`config.mk`:
```
export PLATFORM = sky130hd
export DESIGN_NAME = serial_subtractor
export DESIGN_NICKNAME = d
export VERILOG_FILES = /design/src/rtl/serial_subtractor_pkg.sv /design/src/rtl/serial_subtractor_sub_bit_cell.sv /design/src/rtl/serial_subtractor.sv
export SDC_FILE = /design/constraint.sdc
export NUM_CORES = 1
export LEC_CHECK = 0
export BUFFER_PORTS_ARGS = -buffer_cell sky130_fd_sc_hd__buf_2
export CELL_PAD_IN_SITES_DETAIL_PLACEMENT = 1
export CELL_PAD_IN_SITES_GLOBAL_PLACEMENT = 2
export CORE_ASPECT_RATIO = 0.75
export CORE_MARGIN = 2
export CORE_UTILIZATION = 35
export DETAILED_ROUTE_END_ITERATION = 7
export GPL_ROUTABILITY_DRIVEN = 0
export MAX_ROUTING_LAYER = met4
export PLACE_DENSITY_LB_ADDON = 0.1
export SLEW_MARGIN = 40
export SYNTH_ARGS = -nofsm -noshare
export SYNTH_HDL_FRONTEND = slang
export SYNTH_SLANG_ARGS = --single-unit
```
`constraint.sdc`:
```
create_clock -name clk -period 1.7 [get_ports clk]
set_input_delay 0 -clock clk [delete_from_list [all_inputs] [get_ports clk]]
set_output_delay 0 -clock clk [all_outputs]
set_load 0.1 [all_outputs]
```
`src/rtl/serial_subtractor_pkg.sv`:
```
// Shared definitions for the bit-serial subtractor: FSM state encoding.
package serial_subtractor_pkg;

  typedef enum logic [1:0] {
    IDLE = 2'd0,
    RUN  = 2'd1,
    DONE = 2'd2
  } state_e;

endpackage

```
`src/rtl/serial_subtractor_sub_bit_cell.sv`:
```
// One-bit subtract cell: full adder fed with the inverted subtrahend bit.
module sub_bit_cell (
  input  logic a,
  input  logic b_n,
  input  logic cin,
  output logic s,
  output logic cout
);

  logic p;
  logic g;
  logic pc;

  assign p    = a ^ b_n;
  assign s    = p ^ cin;
  assign g    = a & b_n;
  assign pc   = p & cin;
  assign cout = g | pc;

endmodule

```
`src/rtl/serial_subtractor.sv`:
```
// Bit-serial N-bit two's-complement subtractor (diff = a - b), LSB first,
// one bit per clock through a single sub_bit_cell.
module serial_subtractor
  import serial_subtractor_pkg::*;
#(
  parameter int N = 4
) (
  input  logic         clk,
  input  logic         rst_n,
  input  logic         in_valid,
  output logic         in_ready,
  input  logic [N-1:0] a,
  input  logic [N-1:0] b,
  output logic         out_valid,
  input  logic         out_ready,
  output logic [N-1:0] diff,
  output logic         borrow,
  output logic         overflow
);

  localparam int CW = $clog2(N + 1);
  localparam logic [CW-1:0] LAST = CW'(N - 1);

  // Handshakes: a transfer happens on a rising edge where valid && ready.
  // valid and data are held by the sender until that edge; in_ready and
  // out_valid are registered and never both high in the same cycle.

  state_e        state_q, state_d;
  logic [N-1:0]  a_sh_q, a_sh_d;
  logic [N-1:0]  b_sh_q, b_sh_d;
  logic [N-1:0]  diff_sh_q, diff_sh_d;
  logic [CW-1:0] cnt_q, cnt_d;
  logic          carry_q, carry_d;
  logic [N-1:0]  diff_q, diff_d;
  logic          borrow_q, borrow_d;
  logic          overflow_q, overflow_d;
  logic          in_ready_q, in_ready_d;
  logic          out_valid_q, out_valid_d;

  logic          cell_s;
  logic          cell_cout;
  logic [N-1:0]  s_msb;

  (* keep_hierarchy = "yes" *)
  sub_bit_cell u_cell (
    .a    (a_sh_q[0]),
    .b_n  (~b_sh_q[0]),
    .cin  (carry_q),
    .s    (cell_s),
    .cout (cell_cout)
  );

  always_comb begin
    state_d     = state_q;
    a_sh_d      = a_sh_q;
    b_sh_d      = b_sh_q;
    diff_sh_d   = diff_sh_q;
    cnt_d       = cnt_q;
    carry_d     = carry_q;
    diff_d      = diff_q;
    borrow_d    = borrow_q;
    overflow_d  = overflow_q;
    in_ready_d  = in_ready_q;
    out_valid_d = out_valid_q;
    s_msb       = '0;
    s_msb[N-1]  = cell_s;

    case (state_q)
      IDLE: begin
        if (in_valid && in_ready_q) begin
          a_sh_d     = a;
          b_sh_d     = b;
          diff_sh_d  = '0;
          carry_d    = 1'b1;
          cnt_d      = '0;
          in_ready_d = 1'b0;
          state_d    = RUN;
        end
      end
      RUN: begin
        a_sh_d    = a_sh_q >> 1;
        b_sh_d    = b_sh_q >> 1;
        diff_sh_d = (diff_sh_q >> 1) | s_msb;
        carry_d   = cell_cout;
        cnt_d     = cnt_q + 1'b1;
        if (cnt_q == LAST) begin
          // carry_q is the carry into the MSB on this edge.
          diff_d      = diff_sh_d;
          borrow_d    = ~cell_cout;
          overflow_d  = carry_q ^ cell_cout;
          out_valid_d = 1'b1;
          state_d     = DONE;
        end
      end
      DONE: begin
        if (out_valid_q && out_ready) begin
          out_valid_d = 1'b0;
          in_ready_d  = 1'b1;
          state_d     = IDLE;
        end
      end
      default: begin
        out_valid_d = 1'b0;
        in_ready_d  = 1'b1;
        state_d     = IDLE;
      end
    endcase
  end

  always_ff @(posedge clk or negedge rst_n) begin
    if (!rst_n) begin
      state_q     <= IDLE;
      a_sh_q      <= '0;
      b_sh_q      <= '0;
      diff_sh_q   <= '0;
      cnt_q       <= '0;
      carry_q     <= 1'b0;
      diff_q      <= '0;
      borrow_q    <= 1'b0;
      overflow_q  <= 1'b0;
      in_ready_q  <= 1'b1;
      out_valid_q <= 1'b0;
    end else begin
      state_q     <= state_d;
      a_sh_q      <= a_sh_d;
      b_sh_q      <= b_sh_d;
      diff_sh_q   <= diff_sh_d;
      cnt_q       <= cnt_d;
      carry_q     <= carry_d;
      diff_q      <= diff_d;
      borrow_q    <= borrow_d;
      overflow_q  <= overflow_d;
      in_ready_q  <= in_ready_d;
      out_valid_q <= out_valid_d;
    end
  end

  assign in_ready  = in_ready_q;
  assign out_valid = out_valid_q;
  assign diff      = diff_q;
  assign borrow    = borrow_q;
  assign overflow  = overflow_q;

endmodule

```
==> impl_metrics.json, run 1 <==
{
  "cts_buffers": 3,
  "synth-edff-count": 0,
  "setup_violations": 0,
  "clock-root-buffer": "clkbuf_8",
  "chipWidth_um": 69.4,
  "synthTopCellsByArea": "dfrtp_1 54%, mux2i_1 5.4%, o21ai_1 4.9%, mux2_1 4.0%, a21oi_1 3.1%",
  "cp-end-kind": "flip-flop",
  "syn_avg_cell_area_um2": 11.7,
  "grt_pass1_vias": 881,
  "synthCells": 96,
  "max_stage_delay_ns": 0.40,
  "synth_nets": 111,
  "synth_common_cells": "24 x dfrtp_1, 11 x o21ai_1, 7 x a21oi_1, 7 x nand2_1, 7 x o21ai_0",
  "tightest_slew_ns": 0.559,
  "synth-compound-area-share": 0.172,
  "synthMuxAreaShare": 0.0938,
  "drtPass1Iterations": 2,
  "worstPathRequired_ns": 1.85,
  "overflow": 0,
  "regArea_um2": 631,
  "clkLatencyLatePin_ns": 0.27,
  "synth_top_area_cell": "dfrtp_1",
  "crit_top_cell": "ha_1",
  "ios": 20,
  "post-cts-setup-buffers": 0,
  "place_hpwl_mm": 1.70,
  "slowest_stage": "dfrtp_1",
  "cts_buffer_depth": 2,
  "synth-main-ff-cell": "dfrtp_1",
  "maxSlewHeadroom": 0.627,
  "grt-busiest-layer": "met2",
  "grt_start_max_net_pins": 26,
  "drv_cap": 0,
  "cp_cell_sequence": "ha_1, ha_1, nand3b_4, mux2_1",
  "finalCriticalPeriod_ns": 1.46,
  "finalClockSkew_ns": 0.00466,
  "fillers": 342,
  "antenna_found_initial": 0,
  "drcViolationCount": 0,
  "layout.nets": 136,
  "ys_types": 26,
  "fin_setup_tns_ns": 0,
  "async_reset_ff_frac": 1.00,
  "core-area_um2": 3000,
  "rrSetupSlack_ns": 0.24,
  "antenna_left": 0,
  "syn_to_final_growth_pct": 19.2,
  "layout.cells.non_filler": 158,
  "cts_tree": "built",
  "start_util": 0.374,
  "use_met2": 0.240,
  "ys_warn_count": 0,
  "grt_use_total": 0.153,
  "hold_class": "input port to flip-flop",
  "fin_util": 0.446,
  "multi_input_area_um2": 453,
  "wire_per_inst_um": 14.7,
  "synth.ff_latch_count": 25,
  "yosysSeqAreaShare": 0.559,
  "yosysMostFrequentCell": "dfrtp_1",
  "synth_xor_area_frac": 0.00781,
  "die_h_um": 53.0,
  "synth_top_family_by_area": "compound AO/OA/AOI/OAI gates",
  "whs_path_depth": 3,
  "yosysTopAreaCellShare": 0.536,
  "die_area_um2": 3680,
  "fmax_mhz": 685,
  "reg2reg_depth": 4,
  "cts_sinks": 25,
  "use_met3": 0.0495,
  "slew_violations": 0,
  "drt_iter0_markers": 44,
  "critPathKind": "flip-flop to flip-flop",
  "vias_per_cell": 5.00,
  "rsz0062_at_grt": "false",
  "num_vias": 790,
  "globalRouteMet1Util": 0.198,
  "wl_mm": 2.32,
  "rows": 17,
  "hold_viol_final": 0,
  "critPathArrivalTime_ns": 1.61,
  "grt_pass1_wl_mm": 4.21,
  "placed_cells": 151,
  "synthSimpleGateAreaFrac": 0.0904,
  "syn-cell-area_um2": 1120,
  "cts.clk_slew.worst_paths_ns": 0.09,
  "fin_crit_sh": 0.859,
  "port_buffers": 19,
  "synthAdderAreaFrac": 0.0402,
  "cp_max_fo": 9,
  "diodes": 0,
  "drive_above_1_share": 0.250,
  "startpoint_type": "flip-flop",
  "htree_levels": 1,
  "status": "completed"
}
## final cells by class
class	instances	share of cell area
Clock inverter	1	0.00375
Multi-Input combinational cell	63	0.339
Inverter	3	0.00843
Sequential cell	25	0.472
Tap cell	38	0.0356
Clock buffer	3	0.0309
Timing Repair Buffer	25	0.110
## layer usage
layer,part of all wire,wire length (um)
met5,0,0
met4,0.0082,19
met3,0.049,114
met2,0.41,958
met1,0.53,1230
## state kept, by name (all words and copies together) (netlist names), 2 cells and up
| name | flops |
|---|---|
| diff_sh_q | 3 |
| diff | 4 |
| cnt_q | 3 |
| state_q | 2 |
| a_sh_q | 4 |
| b_sh_q | 4 |
## placed cells by master (no fill, tap or decap), drive strengths merged, types with 2 or more instances in the layout
cell type / count
nand2b: 2
nand2: 7
buf: 22
inv: 3
mux2: 4
ha: 2
a21oi: 8
clkbuf: 3
nor2: 2
dlygate4sd3: 3
a22o: 4
and4b: 2
mux2i: 6
dfrtp: 24
o21ai: 18
## cell families (layout without fill, tap and decap cells)
| group | after synthesis | count (layout) |
|---|---|---|
| fa+ha+maj | 3 | 3 |
| xor+xnor | 1 | 1 |
| buf+inv | 8 | 32 |
| mux | 10 | 10 |
| compound gates | 33 | 33 |
| flops | 25 | 25 |
| simple gates | 16 | 16 |
## metrics by stage
step	hold slack (ns)	worst slack (ns)	area, um2
after floorplan	-0.296	0.104	1120
after global placement	0.0286	0.298	1260
after detailed placement	0.0352	0.227	1260
after CTS	0.00182	0.215	1340
after global routing	0.0122	0.162	1340
final	0.00271	0.240	1340
## final timing paths
path                               start        end
worst max-delay path            cnt_q[0]    diff[1]
worst min-delay path                a[2]  a_sh_q[2]
worst max register to register  cnt_q[0]    diff[1]
worst min register to register  cnt_q[0]   cnt_q[0]
max in group asynchronous          rst_n   in_ready
min in group asynchronous          rst_n   cnt_q[2]
## critical path, delay by kind of cell (launching register included)
family,cells,cell delay (ns)
fa+ha+maj,2,0.45
flops,1,0.40
simple gates,1,0.16
mux,1,0.34
## repair_timing
action	CTS	global route
hold buffers	3	0
resized for setup	0	0
hold endpoints to repair	26	0
Power of run 1 is left out: the tool's default activity adds up to more than one toggle a clock period on the data nets, which glitch-free logic cannot reach.
==> run 2: changes to the inputs <==
--- a/config.mk
+++ b/config.mk
@@ -14,8 +14,8 @@
 export DETAILED_ROUTE_END_ITERATION = 7
 export GPL_ROUTABILITY_DRIVEN = 0
 export MAX_ROUTING_LAYER = met4
-export PLACE_DENSITY_LB_ADDON = 0.1
-export SLEW_MARGIN = 40
+export PLACE_DENSITY = 0.83
+export SLEW_MARGIN = 20
 export SYNTH_ARGS = -nofsm -noshare
 export SYNTH_HDL_FRONTEND = slang
 export SYNTH_SLANG_ARGS = --single-unit
==> constraint.sdc (replaced) <==
create_clock -name clk -period 1.7 [get_ports clk]
set_input_delay 0 -clock clk [delete_from_list [all_inputs] [get_ports clk]]
set_output_delay 0 -clock clk [all_outputs]
set_load 0.01 [all_outputs]
==> run 2 against run 1 <==
Effect of this change: the run now ends with negative hold slack left; global-route usage is 0.83 points higher; clock skew is essentially flat; sequential share of layout area increased by 0.48 points; non-clock buffer count shrank 2; design area fell by 1.6%; hold slack got worse by 0.0035 ns; first-iteration DRC count down 2.3%; flip-flop and latch count unchanged; highest routed layer unchanged.
==> impl_metrics.json, run 2 (synthesized netlist as in run 1, its figures left out) <==
{
  "clkLatencyLatePin_ns": 0.27,
  "critPathKind": "flip-flop to flip-flop",
  "diodes": 0,
  "p_leak_nw": 0.670,
  "drv_cap": 0,
  "use_met3": 0.0438,
  "ios": 20,
  "cts_tree": "built",
  "vias_per_cell": 5.20,
  "dpl_cell_area_um2": 1250,
  "start_util": 0.374,
  "antenna_found_initial": 0,
  "layout.cells.non_filler": 156,
  "overflow": 0,
  "cts.clk_slew.worst_paths_ns": 0.09,
  "crit_top_cell": "ha_1",
  "drive_above_1_share": 0.246,
  "clock-root-buffer": "clkbuf_8",
  "timing.final.ws_setup_ns": 0.237,
  "slew_violations": 0,
  "antenna_left": 0,
  "max_stage_delay_ns": 0.40,
  "drt_iter0_markers": 43,
  "status": "finished with violations",
  "cts_sinks": 25,
  "hold_ws_ns": -0.000817,
  "violations": "negative hold slack",
  "die_h_um": 53.0,
  "hold_class": "input port to flip-flop",
  "worstPathRequired_ns": 1.86,
  "irDropWorstVdd_uv": 750,
  "tightest_slew_ns": 0.564,
  "final_area_um2": 1320,
  "layout.nets": 134,
  "die_area_um2": 3680,
  "finalCriticalPeriod_ns": 1.46,
  "pre_cts_ws_ns": 0.245,
  "grt-busiest-layer": "met2",
  "num_vias": 811,
  "grt_use_total": 0.161,
  "core-area_um2": 3000,
  "globalRouteMet1Util": 0.206,
  "internal-power_mw": 1.45,
  "p_clk_frac": 0.151,
  "fmax_mhz": 684,
  "use_met2": 0.260,
  "slowest_stage": "dfrtp_1",
  "wire_per_inst_um": 15.5,
  "finalClockSkew_ns": 0.00440,
  "wl_mm": 2.42,
  "switching_share": 0.378,
  "place_hpwl_mm": 1.74,
  "cts_buffers": 3,
  "startpoint_type": "flip-flop",
  "powerDensity_nw_per_um2": 1770,
  "grt_pass1_vias": 898,
  "critPathArrivalTime_ns": 1.62,
  "syn_to_final_growth_pct": 17.3,
  "power.switching_mw": 0.883,
  "drtPass1Iterations": 2,
  "mostFrequentLayoutCell": "dfrtp_1",
  "rows": 17,
  "grt_start_max_net_pins": 26,
  "final_cell_mix": "24 x dfrtp_1, 19 x buf_2, 11 x o21ai_1",
  "drcViolationCount": 0,
  "htree_levels": 1,
  "hold_viol_final": 1,
  "cp-end-kind": "flip-flop",
  "fin_setup_tns_ns": 0,
  "grt_pass1_wl_mm": 4.40,
  "port_buffers": 19,
  "comb_power_share": 0.408,
  "fin_crit_sh": 0.860,
  "cts_buffer_depth": 2,
  "maxSlewHeadroom": 0.624,
  "placed_cells": 150,
  "cp_max_fo": 9,
  "p_seq_frac": 0.441,
  "cts_resized": 0,
  "rsz0062_at_grt": "false",
  "chipWidth_um": 69.4,
  "setup_violations": 0,
  "fin_util": 0.438,
  "cp_cell_sequence": "ha_1, ha_1, nand3b_4, mux2_1"
}
[run 2: layout make-up]
| type | count | area (um2) |
|---|---|---|
| sequential | 25 | 627 |
| tap | 38 | 47.5 |
| clock buffer | 3 | 41.3 |
| fill | 343 | 1680 |
| timing repair buffer | 23 | 130 |
| multi-input combinational | 63 | 453 |
| inverter | 3 | 11.3 |
| clock inverter | 1 | 5.00 |
[run 2: power groups by stage]
stage               Combinational (mW)  Sequential, mW  Clock, mW
floorplan                        0.658            1.03          0
global placement                 0.906            1.02          0
detailed placement               0.957            1.04          0
CTS                              0.970            1.03      0.364
global route                      1.08            1.07      0.387
finish                           0.952            1.03      0.353
[run 2: worst paths after layout]
path	end	cells after the start	slack [ns]	start
min in group asynchronous	b_sh_q[1]	2	0.25	rst_n
worst max register to register	diff[2]	4	0.24	cnt_q[0]
worst max-delay path	diff[2]	4	0.24	cnt_q[0]
worst min register to register	overflow	2	0.49	overflow
worst min-delay path	a_sh_q[0]	3	-0.0008	a[0]
max in group asynchronous	in_ready	2	1.07	rst_n
[run 2: routing by layer]
layer | wire length, um | up-vias
met4 | 25 | 0
met5 | 0 | -
li1 | - | 384
met1 | 1230 | 406
met2 | 1070 | 19
met3 | 94 | 2
[run 2: through the flow]
stage / total power [mW] / hold slack, ns
2_1_floorplan: 1.69 / -0.296
3_3_place_gp: 1.93 / 0.0181
3_5_place_dp: 2.00 / 0.0245
4_1_cts: 2.36 / 0.00173
5_1_grt: 2.54 / 0.0353
6_report: 2.33 / -0.000817
[run 2: what timing repair did]
item                      4_1_cts  5_1_grt
buffers inserted                0        0
hold buffers                    2        0
hold endpoints to repair       25        0
[run 2: critical path: cells and delay by family (launching register included)]
family                     cells  cell delay [ns]
adders and majority gates      2             0.45
DFF                            1             0.40
muxes                          1             0.34
and+or+nand+nor                1             0.16
Note: power is estimated with default switching activity, not from simulation.
==> run 3: changes to the inputs <==
--- a/config.mk
+++ b/config.mk
@@ -11,6 +11,7 @@
 export CORE_ASPECT_RATIO = 0.75
 export CORE_MARGIN = 2
 export CORE_UTILIZATION = 35
+export CTS_BUF_LIST = sky130_fd_sc_hd__clkbuf_16
 export DETAILED_ROUTE_END_ITERATION = 7
 export GPL_ROUTABILITY_DRIVEN = 0
 export MAX_ROUTING_LAYER = met4
==> constraint.sdc (replaced) <==
create_clock -name clk -period 1.7 [get_ports clk]
set_input_delay 0.085 -clock clk [delete_from_list [all_inputs] [get_ports clk]]
set_output_delay 0.085 -clock clk [all_outputs]
set_load 0.01 [all_outputs]
==> run 3 against run 2 <==
Effect of this change: the run now ends clean; sequential share of layout area fell by 0.85 points; wire length rose by 0.74%; combinational power barely moved; flip-flop and latch count did not move; global-route usage rose by 0.61 points; critical path type unchanged.
==> impl_metrics.json, run 3 (synthesized netlist as in run 1, its figures left out) <==
{
  "slowest_stage": "dfrtp_1",
  "antenna_found_initial": 0,
  "p_leak_nw": 0.681,
  "grt_use_total": 0.167,
  "wl_mm": 2.44,
  "drtPass1Iterations": 3,
  "power_mw": 2.50,
  "rrSetupSlack_ns": 0.24,
  "core-area_um2": 3000,
  "final_area_um2": 1340,
  "powerDensity_nw_per_um2": 1870,
  "cts_buffers": 3,
  "critPathArrivalTime_ns": 1.60,
  "cts_tree": "built",
  "cp_max_fo": 9,
  "cp-end-kind": "flip-flop",
  "num_vias": 790,
  "startpoint_type": "flip-flop",
  "chipWidth_um": 69.4,
  "htree_levels": 1,
  "irDropWorstVdd_uv": 738,
  "clkLatencyLatePin_ns": 0.26,
  "port_buffers": 19,
  "critPathTopFamily": "adder cells",
  "crit_top_cell": "ha_1",
  "fillers": 339,
  "clock-root-buffer": "clkbuf_16",
  "wire_per_inst_um": 15.7,
  "fin_crit_sh": 0.860,
  "syn_to_final_growth_pct": 19.4,
  "cts_buffer_depth": 2,
  "rsz0062_at_grt": "false",
  "tightest_slew_ns": 0.572,
  "setup_violations": 0,
  "placed_cells": 150,
  "fmax_mhz": 684,
  "hold_start": "out_ready",
  "finalClockSkew_ns": 0.00342,
  "max_stage_delay_ns": 0.40,
  "worstPathRequired_ns": 1.84,
  "holdPathEnd": "out_valid",
  "drv_cap": 0,
  "layout.cells.non_filler": 155,
  "path_buf_inv": 0,
  "finalCriticalPeriod_ns": 1.46,
  "cp_cell_sequence": "ha_1, ha_1, nand3b_4, mux2_1",
  "ios": 20,
  "drcViolationCount": 0,
  "antenna_left": 0,
  "maxSlewHeadroom": 0.619,
  "cts_sinks": 25,
  "place_hpwl_mm": 1.74,
  "mostFrequentLayoutCell": "dfrtp_1",
  "dpl_cell_area_um2": 1250,
  "rows": 17,
  "post-cts-setup-buffers": 0,
  "vias_per_cell": 5.10,
  "fin_util": 0.446,
  "drt_iter0_markers": 40,
  "die_area_um2": 3680,
  "drive_above_1_share": 0.248,
  "cts.clk_slew.worst_paths_ns": 0.06,
  "slew_violations": 0,
  "hold_viol_final": 0,
  "grt_start_max_net_pins": 26,
  "r2r_end": "diff[0]",
  "whs_path_depth": 3,
  "reg2reg_from": "cnt_q[0]",
  "grt_pass1_wl_mm": 4.48,
  "fin_setup_tns_ns": 0,
  "layout.nets": 133,
  "status": "completed",
  "start_util": 0.374,
  "diodes": 0,
  "final_cell_mix": "24 x dfrtp_1, 19 x buf_2, 11 x o21ai_1",
  "hold_class": "input port to flip-flop",
  "reg2reg_depth": 4,
  "critPathKind": "flip-flop to flip-flop",
  "overflow": 0,
  "grt_pass1_vias": 915,
  "die_h_um": 53.0
}
## run 3: changes by cell type in the layout (fill, tap and decap cells not counted), sizes merged
cell         previous run  this run
dlygate4sd3             2         1
## run 3: worst max-delay path by stage
| stage | start | endpoint | slack, ns | cells after the start |
|---|---|---|---|---|
| floorplan | cnt_q[0] | diff[0] | 0.35 | 4 |
| global placement | cnt_q[0] | diff[0] | 0.31 | 4 |
| detailed placement | cnt_q[0] | diff[0] | 0.24 | 4 |
| CTS | cnt_q[0] | diff[2] | 0.23 | 4 |
| global route | cnt_q[0] | diff[0] | 0.17 | 4 |
| finish | cnt_q[0] | diff[0] | 0.24 | 4 |
## run 3: stage by stage
step | hold WS (ns) | worst slack [ns]
6_report | 0.0966 | 0.239
2_1_floorplan | -0.211 | 0.346
3_3_place_gp | 0.103 | 0.310
5_1_grt | 0.116 | 0.166
3_5_place_dp | 0.109 | 0.245
4_1_cts | 0.0937 | 0.230
## run 3: routing by layer
| metal | share of wire | vias to the layer above | global-route usage |
|---|---|---|---|
| met5 | 0 | - | - |
| met4 | 0.014 | 0 | 0.0588 |
| met3 | 0.041 | 2 | 0.0495 |
| met2 | 0.44 | 17 | 0.261 |
| met1 | 0.51 | 387 | 0.211 |
| li1 | - | 384 | - |
## run 3: layout make-up
cell class / count / area (um2) / share of cell area
Multi-Input combinational cell: 63 / 453 / 0.338
Clock inverter: 1 / 5.00 / 0.00374
Sequential cell: 25 / 627 / 0.468
Timing Repair Buffer: 22 / 120 / 0.0897
Inverter: 3 / 11.3 / 0.00841
Clock buffer: 3 / 75.1 / 0.0561
Tap cell: 38 / 47.5 / 0.0355
## run 3: worst register-to-register path: stages, from the launching register on
cell and delay, ns:
dfrtp_1 0.40, ha_1 0.22, ha_1 0.24, nand3b_4 0.15
mux2_1 0.34
## run 3: report_power, final
part	switching, mW	internal, mW	total [mW]
Sequential	0.173	0.858	1.03
Combinational	0.523	0.428	0.951
Clock	0.201	0.317	0.518
## run 3: timing repair
item                      4_1_cts  5_1_grt
gates resized for setup         0        0
hold endpoints to repair       24        0
hold buffers                    1        0
